`config.mk`:
```
export PLATFORM = sky130hd
export DESIGN_NAME = opcode_fetch
export DESIGN_NICKNAME = d
export VERILOG_FILES = /design/src/rtl/opcode_fetch_pkg.sv /design/src/rtl/opcode_fifo.sv /design/src/rtl/opcode_fetch.sv
export SDC_FILE = /design/constraint.sdc
export NUM_CORES = 1
export LEC_CHECK = 0
export CELL_PAD_IN_SITES_DETAIL_PLACEMENT = 1
export CELL_PAD_IN_SITES_GLOBAL_PLACEMENT = 2
export CORE_MARGIN = 10
export CORE_UTILIZATION = 40
export CTS_CLUSTER_DIAMETER = 40
export DETAILED_ROUTE_END_ITERATION = 8
export PLACE_DENSITY_LB_ADDON = 0.1
export SLEW_MARGIN = 15
export SYNTH_ARGS = -nofsm -noshare
export SYNTH_HDL_FRONTEND = slang
export SYNTH_SLANG_ARGS = --single-unit
```
`constraint.sdc`:
```
create_clock -name clk -period 2.9 [get_ports clk]
set_input_delay 0.29 -clock clk [delete_from_list [all_inputs] [get_ports clk]]
set_output_delay 0.29 -clock clk [all_outputs]
set_load 0.01 [all_outputs]
```
`src/rtl/opcode_fetch_pkg.sv`:
```
// Opcode fetch shared types and defaults.
// FIFO entry pairs an opcode byte with its byte address.
package opcode_fetch_pkg;

  localparam int          OF_FIFO_DEPTH = 4;
  localparam logic [31:0] OF_RESET_PC   = 32'h0;

  typedef struct packed {
    logic [7:0]  op;
    logic [31:0] pc;
  } of_entry_t;

  localparam int OF_ENTRY_W = $bits(of_entry_t);

endpackage

```
`src/rtl/opcode_fifo.sv`:
```
// Prefetch FIFO for opcode bytes.
// Power-of-two depth so the pointers wrap on their own.
module opcode_fifo
  import opcode_fetch_pkg::*;
#(
  parameter int  DEPTH = OF_FIFO_DEPTH,
  localparam int AW    = $clog2(DEPTH),
  localparam int CW    = AW + 1
) (
  input  logic                  clk,
  input  logic                  rst_b,
  input  logic                  push_i,
  input  logic                  pop_i,
  input  logic                  flush_i,
  input  logic [OF_ENTRY_W-1:0] wdata_i,
  output logic [CW-1:0]         count_o,
  output logic [OF_ENTRY_W-1:0] head_o
);

  logic [OF_ENTRY_W-1:0] mem_q [DEPTH];
  logic [AW-1:0]         rd_q;
  logic [AW-1:0]         wr_q;
  logic [CW-1:0]         cnt_q;

  always_ff @(posedge clk or negedge rst_b) begin
    if (!rst_b) begin
      rd_q  <= '0;
      wr_q  <= '0;
      cnt_q <= '0;
    end else if (flush_i) begin
      rd_q  <= '0;
      wr_q  <= '0;
      cnt_q <= '0;
    end else begin
      if (push_i) wr_q <= wr_q + AW'(1);
      if (pop_i)  rd_q <= rd_q + AW'(1);
      cnt_q <= cnt_q + CW'(push_i) - CW'(pop_i);
    end
  end

  // Storage needs no reset; count gates visibility.
  always_ff @(posedge clk) begin
    if (push_i && !flush_i) mem_q[wr_q] <= wdata_i;
  end

  assign count_o = cnt_q;
  assign head_o  = mem_q[rd_q];

endmodule

```
`src/rtl/opcode_fetch.sv`:
```
// Opcode prefetch: one-outstanding byte fetcher
// feeding a small FIFO, with kill/redirect.
module opcode_fetch
  import opcode_fetch_pkg::*;
#(
  parameter int          FIFO_DEPTH = OF_FIFO_DEPTH,
  parameter logic [31:0] RESET_PC   = OF_RESET_PC
) (
  input  logic        clk,
  input  logic        rst_b,
  output logic        if__req,
  output logic [31:0] if__addr,
  input  logic        imem_ack,
  input  logic [7:0]  imem_data,
  output logic [7:0]  opcode,
  output logic [31:0] opcode_pc,
  input  logic        mc__more_2a,
  output logic        mc__stall,
  input  logic        kill_4a,
  input  logic [31:0] redirect_pc_4a
);

  localparam int            CW      = $clog2(FIFO_DEPTH) + 1;
  localparam logic [CW-1:0] DEPTH_C = CW'(FIFO_DEPTH);

  logic        req_q, req_d;
  logic [31:0] addr_q, addr_d;
  logic [31:0] pc_q, pc_d;
  logic        disc_q, disc_d;

  logic                  hold;
  logic                  push;
  logic                  pop;
  logic                  empty;
  logic [CW-1:0]         cnt;
  logic [CW-1:0]         cnt_nx;
  logic [OF_ENTRY_W-1:0] head;
  of_entry_t             head_e;
  of_entry_t             wr_e;

  assign empty = (cnt == '0);
  assign hold  = req_q && !imem_ack;
  assign push  = req_q && imem_ack && !disc_q && !kill_4a;
  assign pop   = !mc__more_2a && !empty && !kill_4a;

  assign cnt_nx = kill_4a ? '0
                : cnt + CW'(push) - CW'(pop);

  // pc_q is the next address to issue; addr_q
  // freezes while a request waits for its ack.
  always_comb begin
    pc_d   = pc_q;
    disc_d = disc_q;
    if (kill_4a) begin
      pc_d   = redirect_pc_4a;
      disc_d = hold;
    end else if (req_q && imem_ack) begin
      disc_d = 1'b0;
      if (!disc_q) pc_d = pc_q + 32'd1;
    end
    req_d  = hold || (cnt_nx < DEPTH_C);
    addr_d = hold ? addr_q : pc_d;
  end

  always_ff @(posedge clk or negedge rst_b) begin
    if (!rst_b) begin
      req_q  <= 1'b0;
      addr_q <= RESET_PC;
      pc_q   <= RESET_PC;
      disc_q <= 1'b0;
    end else begin
      req_q  <= req_d;
      addr_q <= addr_d;
      pc_q   <= pc_d;
      disc_q <= disc_d;
    end
  end

  assign wr_e.op = imem_data;
  assign wr_e.pc = addr_q;

  opcode_fifo #(
    .DEPTH (FIFO_DEPTH)
  ) u_fifo (
    .clk     (clk),
    .rst_b   (rst_b),
    .push_i  (push),
    .pop_i   (pop),
    .flush_i (kill_4a),
    .wdata_i (wr_e),
    .count_o (cnt),
    .head_o  (head)
  );

  assign head_e    = of_entry_t'(head);
  assign if__req   = req_q;
  assign if__addr  = addr_q;
  assign opcode    = empty ? 8'h00 : head_e.op;
  assign opcode_pc = empty ? 32'h0 : head_e.pc;
  assign mc__stall = !mc__more_2a && empty;

endmodule

```
# After elaboration in Yosys (flattened, before gate mapping)
# Memory sizes are Yosys's and may differ from the RTL's.
# Cells that the tools add are included.
[totals]
reg_bits = 73
ram_bits = 160
in_bits = 45
out_inout_bits = 74
n_memories = 1
[op_classes]
addsub = 5
magnitude_cmp = 1
n_mux = 14
reduce_logical = 18
[mem_list]
columns = ["name", "depth", "word_bits", "rd", "rd_clocked_by_memory_dff", "write_ports", "line", "text"]
rows = [
  ["u_fifo.mem_q", 4, 40, 1, 0, 1, "opcode_fifo.sv:20", "logic [OF_ENTRY_W-1:0] mem_q [DEPTH];"],
]
[op_table]
columns = ["op", "count"]
rows = [
  ["two-way mux 32 bit", 4],
  ["adder 32 x 1 -> 32 bit (second input constant)", 1],
  ["logical AND 1 bit", 8],
  ["two-way mux 2 bit", 4],
  ["two-way mux 8 bit", 1],
  ["nonzero test 2 bit", 3],
  ["logical NOT 1 bit", 5],
  ["adder 2 x 1 -> 2 bit (second input constant)", 2],
  ["two-way mux 1 bit", 4],
  ["adder 3 x 1 -> 3 bit", 1],
  ["logical NOT 3 bit", 1],
  ["< comparator 3 bit (second input constant)", 1],
  ["two-way mux 3 bit", 1],
  ["subtractor 3 x 1 -> 3 bit", 1],
  ["logical OR 1 bit", 1],
]

# Logic depth before layout (Yosys ltp)
[depth]
depth_word = 8
depth_mapped = 11

# Hierarchy
# A second synthesis with hierarchy kept.
[unflattened]
hier_cells = 613
area_unflattened_um2 = 9899.5
[by_module_without_submodules]
columns = ["mod", "instances", "cells_each", "area_each_um2"]
rows = [
  ["opcode_fifo", 1, 247, 6249.7],
  ["opcode_fetch", 1, 366, 3649.8],
]

# Worst setup path before layout
# OpenSTA, ideal clock, no wires.
[synth_path]
path_kind = "reg2reg"
start = "register u_fifo.cnt_q[2] (netlist: u_fifo.count_o[2])"
end = "register req_q (netlist: if__req)"
arrival_time_ns = 2.308
required_ns = 2.770
slack_ns = 0.462
path_stages_with_launch = 11
n_path_buf = 1
cell_sequence = "dfrtp_1 -> nor3_1 -> clkbuf_1 -> nor3_1 -> ha_1 -> inv_1 -> ha_1 -> fa_1 -> xnor2_1 -> nor2_1 -> nand2_1"
[synth_via]
elab_chain_cells = 8
[synth_rtl]
columns = ["item", "line", "text"]
rows = [
  ["start: declaration", "opcode_fifo.sv:23", "logic [CW-1:0] cnt_q;"],
  ["start signal: assignment", "opcode_fifo.sv:37", "cnt_q <= cnt_q + CW'(push_i) - CW'(pop_i);"],
  ["parallel branches: the longest is 4 deep, another holds adder 3 x 1 -> 3 bit", "n/a", ""],
  ["subtractor 3 x 1 -> 3 bit *", "opcode_fetch.sv:47", ": cnt + CW'(push) - CW'(pop);"],
  ["two-way mux 3 bit *", "opcode_fetch.sv:46", "assign cnt_nx = kill_4a ? '0"],
  ["net cnt_nx[2]", "opcode_fetch.sv:36", "logic [CW-1:0] cnt_nx;"],
  ["< comparator 3 bit *", "opcode_fetch.sv:61", "req_d = hold || (cnt_nx < DEPTH_C);"],
  ["logical OR 1 bit *", "opcode_fetch.sv:61", ""],
  ["net req_d", "opcode_fetch.sv:26", "logic req_q, req_d;"],
  ["end signal: assignment", "opcode_fetch.sv:72", "req_q <= req_d;"],
  ["end: declaration", "opcode_fetch.sv:26", ""],
]
# Mark *: on every way through the listed nets, which the timed path passes.
# A chain may end at the register's enable or synchronous reset.

# Final worst setup path
[layout_path]
start = "register u_fifo.rd_q[1]"
end = "output opcode_pc[13]"
[layout_via]
elab_chain_cells = 2
[layout_rtl]
columns = ["item", "line", "text"]
rows = [
  ["start: declaration", "opcode_fifo.sv:21", "logic [AW-1:0] rd_q;"],
  ["start signal: assignment", "opcode_fifo.sv:36", "if (pop_i) rd_q <= rd_q + AW'(1);"],
  ["memory (4 x 40 bit)", "n/a", ""],
  ["two-way mux 32 bit", "opcode_fetch.sv:99", "assign opcode_pc = empty ? 32'h0 : head_e.pc;"],
  ["end: declaration", "opcode_fetch.sv:16", "output logic [31:0] opcode_pc,"],
]
# Every way passes these cells.

==> metrics.txt <==
wire length per cell 21.9 um; pwr dens 909 nW/um^2; RD Place Congestion 0.775; Die Y 176 um; port buffer count 118; Synth area leaders edfxtp_1 (49%), dfrtp_1 (19%), mux4_2 (9.2%); CP max stage cell dfrtp_2; Hold Crit Class in -> reg; WP data arrival 2.42 ns; Post-synth EDFFs 160; post-synthesis async set-or-reset flop share 0.313; Avg Vias per Cell 5.21; Critical path origin u_fifo.rd_q[1]$_DFFE_PN0P_; Core ar. 24,200 um^2; antenna cell count 0; first-pass GRT wire length ~39,000 um; Die Span X 176 um; Setup violations, final 0; largest net degree at the start of global routing 74; Clock Skew 0.0139 ns; drt drc 0; top-area cell type share of the netlist area 0.492; FF+latch area between 6000 and 7000 um^2; Max-Cap Viols 0; Synth Net Count between 600 and 700; # nets final 826; GRT Resource Usage Total 0.159; multi-input logic area between 2000 and 3000 um^2; Peak VDD IR 0.000436 V; max_slew headroom 0.319; Seq/Total Area, Yosys 0.679; top_reg_cell synth edfxtp_1; GRT Residual Overflow 0; Synth area leader edfxtp_1; antenna viol nets, final 0; Clk Latency, worst-skew pair 0.50 ns; worst slew pin tran 1.02 ns; worst-path maximum fanout 26; Tmin final 2.71 ns; Crit Path Class reg -> out; via count 5,846; setup_tns 0 ns; Netlist cell types 50; clock sink total 233; TritonCTS Buffers 35; IO Pins 119; worst path cell trace buf_12 > mux4_2 > nor2b_1 > clkdlybuf4s50_1; H-tree depth 2; status finished, final reports clean; fillcell total 2,350; Setup crit start kind flip-flop; Mapped Area approximately 10000 um^2; synth warn 0; row count between 50 and 60; WP data required 2.61 ns; R2R Path Start pc_q[7]$_DFF_PN0_; crit end category primary output; initial antenna violation count 0; TritonCTS clock tree yes; root buffer cell clkbuf_16; final hold violation count 0; Final Max Slew Viols 0; clock slew at reported path FFs 0.05 ns; final wirelength 24,500 um; CP max stage delay 0.65 ns; Post-Route Utilization 0.522; Starting Density 0.404; First-pass DRT Iterations 4; #FFs+latches synth 233; Area growth syn-to-layout 29.1%; Synth Instances 629; Final Cycle Share 0.934; leak pwr between 4 and 5 nW; post-synthesis average cell area between 15 and 20 um^2; vias in the first global route 6,554; post-DP HPWL 16,000 um; Max Clock Freq 369 MHz; Max clock buf depth 3; die area 31,100 um^2; Initial DRC Count around 340; share of layout cells above drive strength 1 0.196; Worst Hold Slack 0.143 ns; Hold Startpoint kill_4a; RSZ-0062 raised after global routing false
## cell type report
type,count,share of cell area
clock buffers,40,0.0725
clock inverters,21,0.0179
inverters,15,0.00446
multi-input cells,347,0.234
flip-flops and latches,233,0.526
well taps,324,0.0321
repair buffers,141,0.113
## layout by cell type (no fill, tap or decap), types with 15 or more instances in the layout
cell             count
a21oi_1             15
buf_4               17
clkbuf_16           35
clkdlybuf4s50_1    116
dfrtp_1             71
edfxtp_1           160
mux4_2              40
nand2_1             40
nor2_1              44
nor2b_1             42
xnor2_1             21
## cell usage after synthesis (all sizes together), types with 12 or more instances
library cell  count
edfxtp          160
dfrtp            73
nor2             44
nor2b            42
mux4             40
nand2            40
clkbuf           23
xnor2            21
nor3             17
a21oi            15
inv              14
mux2             13
nand4            12
xor2             12
## registers in the layout, summed over array words and instances (netlist names)
register / flops
disc_q: 1
if__addr: 32
if__req: 1
pc_q: 32
u_fifo.count_o: 3
u_fifo.mem_q: 160
u_fifo.rd_q: 2
u_fifo.wr_q: 2
## worst max-delay path: cells and delay by family, from the launching register on
| kind | cells | cell delay [ns] |
|---|---|---|
| and+or+nand+nor | 1 | 0.15 |
| muxes | 1 | 0.31 |
| DFF | 1 | 0.65 |
| buffers and inverters | 2 | 0.76 |
## power breakdown
part | switching (mW) | leakage [nW] | internal (mW) | total (mW)
clock | 1.55 | 0.553 | 2.56 | 4.11
combinational | 1.31 | 1.57 | 1.58 | 2.89
sequential | 0.394 | 2.31 | 4.08 | 4.47
total | 3.25 | 4.42 | 8.22 | 11.5
## cell families (layout without fill, tap and decap cells)
family,Yosys count,after routing,synth area share
flops,233,233,0.679
simple gates,197,197,0.113
mux,56,56,0.110
compound gates,53,53,0.0375
buf+inv,49,217,0.0200
xor+xnor,33,33,0.0296
fa+ha+maj,8,8,0.0110
## routing by layer
layer | part of all wire | GRT usage
met3 | 0.050 | 0.0387
met4 | 0.017 | 0.0427
met2 | 0.48 | 0.259
met5 | 0 | 0
met1 | 0.45 | 0.209
## path summary, 6_finish.rpt
check	cells after the start	endpoint	slack [ns]
setup / recovery	4	opcode_pc[13]	0.19
setup reg to reg	5	if__addr[28]$_DFFE_PN0N_	0.55
hold reg to reg	0	u_fifo.mem_q[0][9]$_DFFE_PP_	0.54
min in group asynchronous	2	if__addr[17]$_DFFE_PN0N_	0.46
max in group asynchronous	2	u_fifo.rd_q[0]$_DFFE_PN0P_	1.64
hold / removal	2	u_fifo.count_o[0]$_DFF_PN0_	0.14
## through the flow
stage	power, mW	setup WS [ns]	std cells	area (um^2)
floorplan	5.91	0.462	629	9770
global placement	7.42	0.387	1057	11400
detailed placement	7.50	0.329	1057	11400
CTS	11.7	0.0471	1119	12600
global route	12.1	0.0750	1121	12600
finish	11.5	0.192	1121	12600
## repair_timing
action / 4_1_cts / 5_1_grt
hold buffers: 1 / 0
setup buffers: 0 / 2
hold endpoints to repair: 1 / 0
resized for setup: 1 / 0
gates cloned: 0 / 0
setup endpoints to repair: 1 / 4
No activity file was read; power rests on OpenSTA's default activity.
